<file path="src/rtl/branch_pc_unit.sv">
// Purpose: resolves the ID-stage branch from Zero/Sign flags and owns the IF-stage PC.
// Latency: redirect lands on the first edge after take with pc_hold low; flush_id is combinational.
// Backpressure: pc_hold freezes the PC; a redirect taken under hold is buffered until release.
//
// Ports:
//   clk, rst          - rising-edge clock, asynchronous active-high reset
//   pc_hold           - IF not ready, PC must not advance
//   id_stall          - ID hazard stall, branch in ID not resolved this cycle
//   id_valid          - ID holds a real instruction
//   br_type[2:0]      - 0 none, 1 beq, 2 bne, 3 blez, 4 bgtz, 5 bltz, 6 bgez, 7 jump
//   zero, sign        - compare flags
//   br_target[31:0]   - branch/jump target (low two bits forced to zero)
//   pc[31:0]          - registered fetch PC
//   flush_id          - bubble IF/ID at the next edge
//   redirect_pending  - a taken redirect is buffered
//   br_count, taken_count - conditional branch statistics
//
// Optional build macro: BRANCH_STATS_EN enables the statistics counters;
// without it both count ports read zero and no counter flops exist.
module branch_pc_unit #(
    parameter logic [31:0] RESET_PC = 32'h0000_3000,
    parameter logic [31:0] PC_STEP  = 32'd4
) (
    input  logic        clk,
    input  logic        rst,
    input  logic        pc_hold,
    input  logic        id_stall,
    input  logic        id_valid,
    input  logic [2:0]  br_type,
    input  logic        zero,
    input  logic        sign,
    input  logic [31:0] br_target,
    output logic [31:0] pc,
    output logic        flush_id,
    output logic        redirect_pending,
    output logic [31:0] br_count,
    output logic [31:0] taken_count
);

    typedef enum logic {
        RUN  = 1'b0,
        PEND = 1'b1
    } state_t;

    state_t      state_q, state_d;
    logic [31:0] pc_q, pc_d;
    logic [31:0] pend_target_q, pend_target_d;

    logic        taken;
    logic        resolve;
    logic        take;
    logic [31:0] target_aligned;

    always_comb begin
        taken = 1'b0;
        case (br_type)
            3'd1:    taken = zero;
            3'd2:    taken = !zero;
            3'd3:    taken = sign | zero;
            3'd4:    taken = !sign & !zero;
            3'd5:    taken = sign;
            3'd6:    taken = !sign;
            3'd7:    taken = 1'b1;
            default: taken = 1'b0;
        endcase
    end

    // While a redirect is buffered the instruction in ID is wrong-path,
    // so nothing new may resolve.
    assign resolve        = id_valid & !id_stall & (state_q == RUN);
    assign take           = resolve & taken;
    assign target_aligned = {br_target[31:2], 2'b00};

    always_comb begin
        state_d       = state_q;
        pc_d          = pc_q;
        pend_target_d = pend_target_q;
        case (state_q)
            RUN: begin
                if (take) begin
                    if (pc_hold) begin
                        pend_target_d = target_aligned;
                        state_d       = PEND;
                    end else begin
                        pc_d = target_aligned;
                    end
                end else if (!pc_hold) begin
                    pc_d = pc_q + PC_STEP;
                end
            end
            PEND: begin
                if (!pc_hold) begin
                    pc_d    = pend_target_q;
                    state_d = RUN;
                end
            end
            default: state_d = RUN;
        endcase
    end

    always_ff @(posedge clk or posedge rst) begin
        if (rst) begin
            state_q       <= RUN;
            pc_q          <= RESET_PC;
            pend_target_q <= 32'h0;
        end else begin
            state_q       <= state_d;
            pc_q          <= pc_d;
            pend_target_q <= pend_target_d;
        end
    end

    assign pc               = pc_q;
    assign redirect_pending = (state_q == PEND);
    // Held high through every PEND cycle, including the one where hold drops.
    assign flush_id         = !rst & (take | redirect_pending);

`ifdef BRANCH_STATS_EN
    logic [31:0] br_count_q, br_count_d;
    logic [31:0] taken_count_q, taken_count_d;
    logic        is_cond;

    // Jumps (type 7) and non-branches (type 0) are excluded from statistics.
    assign is_cond = (br_type != 3'd0) && (br_type != 3'd7);

    always_comb begin
        br_count_d    = br_count_q;
        taken_count_d = taken_count_q;
        if (resolve && is_cond && (br_count_q != 32'hFFFF_FFFF))
            br_count_d = br_count_q + 32'd1;
        if (take && is_cond && (taken_count_q != 32'hFFFF_FFFF))
            taken_count_d = taken_count_q + 32'd1;
    end

    always_ff @(posedge clk or posedge rst) begin
        if (rst) begin
            br_count_q    <= 32'h0;
            taken_count_q <= 32'h0;
        end else begin
            br_count_q    <= br_count_d;
            taken_count_q <= taken_count_d;
        end
    end

    assign br_count    = br_count_q;
    assign taken_count = taken_count_q;
`else
    assign br_count    = 32'h0;
    assign taken_count = 32'h0;
`endif

endmodule

</file>
<file path="config.mk">
export PLATFORM = sky130hd
export DESIGN_NAME = branch_pc_unit
export DESIGN_NICKNAME = d
export VERILOG_FILES = /design/src/rtl/branch_pc_unit.sv
export SDC_FILE = /design/constraint.sdc
export NUM_CORES = 1
export LEC_CHECK = 0
export ABC_AREA = 1
export CAP_MARGIN = 10
export CORE_UTILIZATION = 47
export CTS_CLUSTER_SIZE = 8
export DETAILED_ROUTE_END_ITERATION = 10
export PLACE_DENSITY = 0.81
export SLEW_MARGIN = 10
export SYNTH_ARGS = -nofsm -noshare
export SYNTH_HDL_FRONTEND = slang
export SYNTH_SLANG_ARGS = --single-unit
</file>
<file path="constraint.sdc">
create_clock -name clk -period 2.24 [get_ports clk]
set_input_delay 0.448 -clock clk [delete_from_list [all_inputs] [get_ports clk]]
set_output_delay 0.448 -clock clk [all_outputs]
set_load 0.05 [all_outputs]
</file>
**After elaboration in Yosys (flattened, before gate mapping)**

Cells that the tools add are included.

- Input port bits: 42
- Register bits: 63

- Reductions and logical operators: 6
- Eq/ne operators: 9
- Add/sub/neg operators: 1
- Muxes and demuxes: 9
- Bitwise logic cells: 8

Operators by type and width:

| kind | number |
|---|---|
| $mux 32 | 4 |
| $pmux 32 s2 | 1 |
| $add 32x3->32 const B | 1 |
| $eq 3x3->1 const B | 4 |
| $pmux 1 s7 | 1 |
| $eq 3x2->1 const B | 2 |
| $and 1x1->1 | 5 |
| $logic_not 1->1 | 4 |
| $ne 2x2->1 const B | 2 |
| $eq 3x1->1 const B | 1 |
| $reduce_and 3->1 | 1 |
| $mux 1 | 2 |
| $or 1x1->1 | 2 |
| $pmux 1 s2 | 1 |
| $reduce_and 2->1 | 1 |
| $not 1->1 | 1 |

**Longest topological paths before layout**

- Depth after elaboration: 6
- Mapped depth: 12
- Gate-level depth less buffers: 11

**Worst setup path before layout**

No wires, ideal clock.

- Path kind: register to output
- Start: register state_q (netlist: redirect_pending)
- End: output port flush_id
- Arrival time: 2,240 ps
- Stages on the path, launching flop included: 8
- Required time: 1,792 ps
- Setup slack: -448 ps
- Cell sequence: dfrtp_1 > buf_2 > nor3b_4 > nand2_4 > nand2_1 > buf_2 > inv_1 > nor2_1

- Word-level cells in the longest chain between the ends: 5

RTL lines:

| element | RTL line | text |
|---|---|---|
| from (decl) | 45 | `state_t state_q, state_d;` |
| from (signal assigned) | 107 | `state_q <= state_d;` |
| $not 1->1 (no line) | -- |  |
| $and 1x1->1 | 70 | `assign resolve = id_valid & !id_stall & (state_q == RUN);` |
| $and 1x1->1 | 71 | `assign take = resolve & taken;` |
| $or 1x1->1 (*) | 116 | `assign flush_id = !rst & (take \| redirect_pending);` |
| $and 1x1->1 (*) | 116 |  |
| to (decl) | 34 | `output logic flush_id,` |

Mark *: on every way between the ends. The rest lies on a longest branch, timed or not.

**Worst setup path in the final report**

- Start: register pc_q[13] (netlist: pc[13])
- End: output port pc[13]

RTL lines:

| element | RTL line | text |
|---|---|---|
| from (decl) | 46 | `logic [31:0] pc_q, pc_d;` |
| from (signal assigned) | 108 | `pc_q <= pc_d;` |
| to (decl) | 33 | `output logic [31:0] pc,` |

No word-level cell between the ends.

==> metrics.txt <==
status=finished, violations left; failing checks=design-rule violations; flop2flop setup slack=about 340 ps; Adder-Cell Fraction of Synth Area=0.286%; fill cell count=~820; area of the multi-input gates=~2400 sq um; Crit. End Element=primary output; initial antenna violation count=0; design area=5240 sq um; first-pass GRT wire length=19100 um; largest net degree at the start of global routing=between 40 and 50; router iterations before antenna repair=11; Critical Path Max Stage Delay=between 800 and 900 ps; post-route minimum period=approximately 2200 ps; simple-gate share of the synthesized area=roughly two fifths; Crit Path Class=register to primary output; RSZ-0062 raised after global routing=no; Hold Path Class=register to register; CTS root buf=clkbuf_8; CTS tree=done; Mean Syn Cell Area=~6.6 sq um; Mapped Cells=665; Leakage=between 2 and 3 nW; GRT Util Overall=25.0%; CP top delay family=buffers and inverters; die width=98.4 um; flops & latches, synth=between 60 and 70; commonest non-fill, non-tap cell in the layout=nand2_1; clk sinks=a little over 60; multiplexer share of the synthesized area=0%; HP Start=pend_target_q[24]; Die ar.=approximately 9700 sq um; drt initial violations=386; crit-path cells=clkdlybuf4s50_1; fin nets=~800; # DRC=9; RR Endpoint=pc[21]; die height=98.4 um; RD Place Congestion=0.962; ant diodes=0; max frequency=~0.46 GHz; Mapped Area=roughly 4400 sq um; Layout Area Growth over Synthesis=19.9%; worst r2r path cells=9; max cap viols=0; Max VDD drop=between 0.3 and 0.4 mV; xor and xnor area share after synthesis=approximately 2.4%; Netlist cell types=25; Num CTS Buffers=9; crit path launch type=register; Routed Antenna Nets=0; Worst slew margin=~53%; port bufs=71; WP buf/inv=1; final core utilization=between 50% and 60%; FP Rows=34; Starting Density=between 40% and 50%; end of the worst hold path=pend_target_q[24]; setup violators final=0; Clock Path Buffers=2; Pins Over Slew Limit=0; R2R Path Start=pc[5]; final-report hold violation count=0; yosys warns=0; Vias=approximately 4300; CP arrival=around 1800 ps; vias per cell=approximately 5.1; Power Dens Cells=around 910 nW/um^2; register area=approximately 1500 sq um; fin crit share=98.0%; worst-skew pair later-pin latency=around 340 ps; crit path max-delay cell type=clkdlybuf4s50_1; worst-path fanout max=5; share of layout cells above drive strength 1=around 6.5%; Reg clk slew, reported paths=~80 ps; vias in the first global route=3907; clk_skew=between 10 and 15 ps; Post-CTS Setup Bufs=0; combinational family with the most area after synthesis=simple AND/OR/NAND/NOR gates; Routed WL per cell=roughly 14 um; grt ovf=0; Core Box Area=roughly 9000 sq um; register area share after synthesis=a little over a third; CTS HTree Levels=3; Worst Tran Pin Value=approximately 700 ps; WHS Path Cells=2; Worst EP required=1790 ps; Post-CTS Hold Fix Bufs=0; io pins=140; final WL=about 12000 um; highest-count cells in the layout ignoring fill and taps=241 x nand2_1, 93 x nor2_1, 66 x conb_1; dpl cell area=~5000 sq um; Compound-Gate Fraction of Synth Area=6.18%; Final HPWL DP=8520 um
-- cell type report --
class                           count  share of cell area, %
Sequential cell                    61                   29.2
Clock inverter                      5                   1.60
Timing Repair Buffer               88                   16.7
Clock buffer                       11                   2.70
Tap cell                          108                   2.58
Multi-Input combinational cell    546                   44.9
Inverter                           31                   2.22
-- worst reg2reg max path, stage by stage, from the launching register on --
cell,delay [ps]
dfrtp_1,470
nand2_1,130
nor2_1,210
nand2_1,160
nor2_1,390
nand2_1,110
nand2_1,80
nand3_1,90
nand2_1,90
a21oi_1,60
-- timing repair --
item,in CTS,in global routing
resized for setup,4,5
pin swaps,2,2
setup endpoints to repair,1,1
-- sequential cells by signal (all words and copies together), names as in the netlist --
| signal | flops |
|---|---|
| pc | 30 |
| pend_target_q | 30 |
| redirect_pending | 1 |
-- logic make-up after synthesis --
logic type               Yosys count
AND/OR/NAND/NOR                  414
AO/OA/AOI/OAI                     53
buffers and inverters            123
XOR/XNOR                          12
flip-flops                        61
other                              1
adder cells (fa/ha/maj)            1
-- worst max-delay path by stage --
| stage | from | to | depth (start not counted) |
|---|---|---|---|
| 2_1_floorplan | redirect_pending | flush_id | 7 |
| 3_3_place_gp | br_type[0] | flush_id | 9 |
| 3_5_place_dp | br_type[0] | pend_target_q[12] | 10 |
| 4_1_cts | zero | flush_id | 11 |
| 5_1_grt | br_type[2] | flush_id | 9 |
| 6_report | pc[13] | pc[13] | 1 |
-- report_power, final --
group	switching [W]	total, W	internal, W
registers	0.000307	0.00169	0.00138
clock network	0.000463	0.00112	0.000659
logic	0.00133	0.00196	0.000633
-- layer usage --
metal,vias up,share of wire (%),global-route usage (%)
met4,0,1.4,6.54
met1,1967,44,34.9
met5,-,0,0
met2,230,46,40.6
li1,2102,-,-
met3,16,8.2,4.18
-- through the flow --
| stage | worst slack [ps] | setup TNS [ps] | std cells | hold slack, ps | power [W] |
|---|---|---|---|---|---|
| 6_report | 44.5 | 0 | 850 | 476 | 0.00477 |
| 3_3_place_gp | -19.2 | -89.3 | 834 | 449 | 0.00361 |
| 2_1_floorplan | 6.63 | 0 | 730 | 437 | 0.00312 |
| 3_5_place_dp | -72.2 | -859 | 834 | 460 | 0.00365 |
| 4_1_cts | 5.32 | 0 | 850 | 478 | 0.00477 |
| 5_1_grt | 3.32 | 0 | 850 | 490 | 0.00502 |
-- Yosys cell counts --
cell / instances / share of area, %
nand2_1: 242 / 21
dfstp_2: 2 / 1.2
inv_2: 2 / 0.17
nand3_2: 1 / 0.23
o21ai_0: 23 / 2.6
xor2_1: 5 / 1.0
nor2_1: 95 / 8.2
or2_1: 1 / 0.14
nand3b_1: 11 / 1.9
nor3b_4: 1 / 0.43
xnor2_1: 7 / 1.4
buf_1: 1 / 0.086
nand4_1: 2 / 0.29
buf_6: 3 / 0.77
inv_1: 29 / 2.5
buf_4: 66 / 11
buf_2: 9 / 1.0
o21bai_1: 2 / 0.34
dfrtp_1: 59 / 34
clkbuf_1: 13 / 1.1
ha_1: 1 / 0.29
a21oi_1: 28 / 3.2
nand2_4: 1 / 0.26
nand3_1: 60 / 6.9
conb_1: 1 / 0.086
Power figures use the tool's default switching activity.
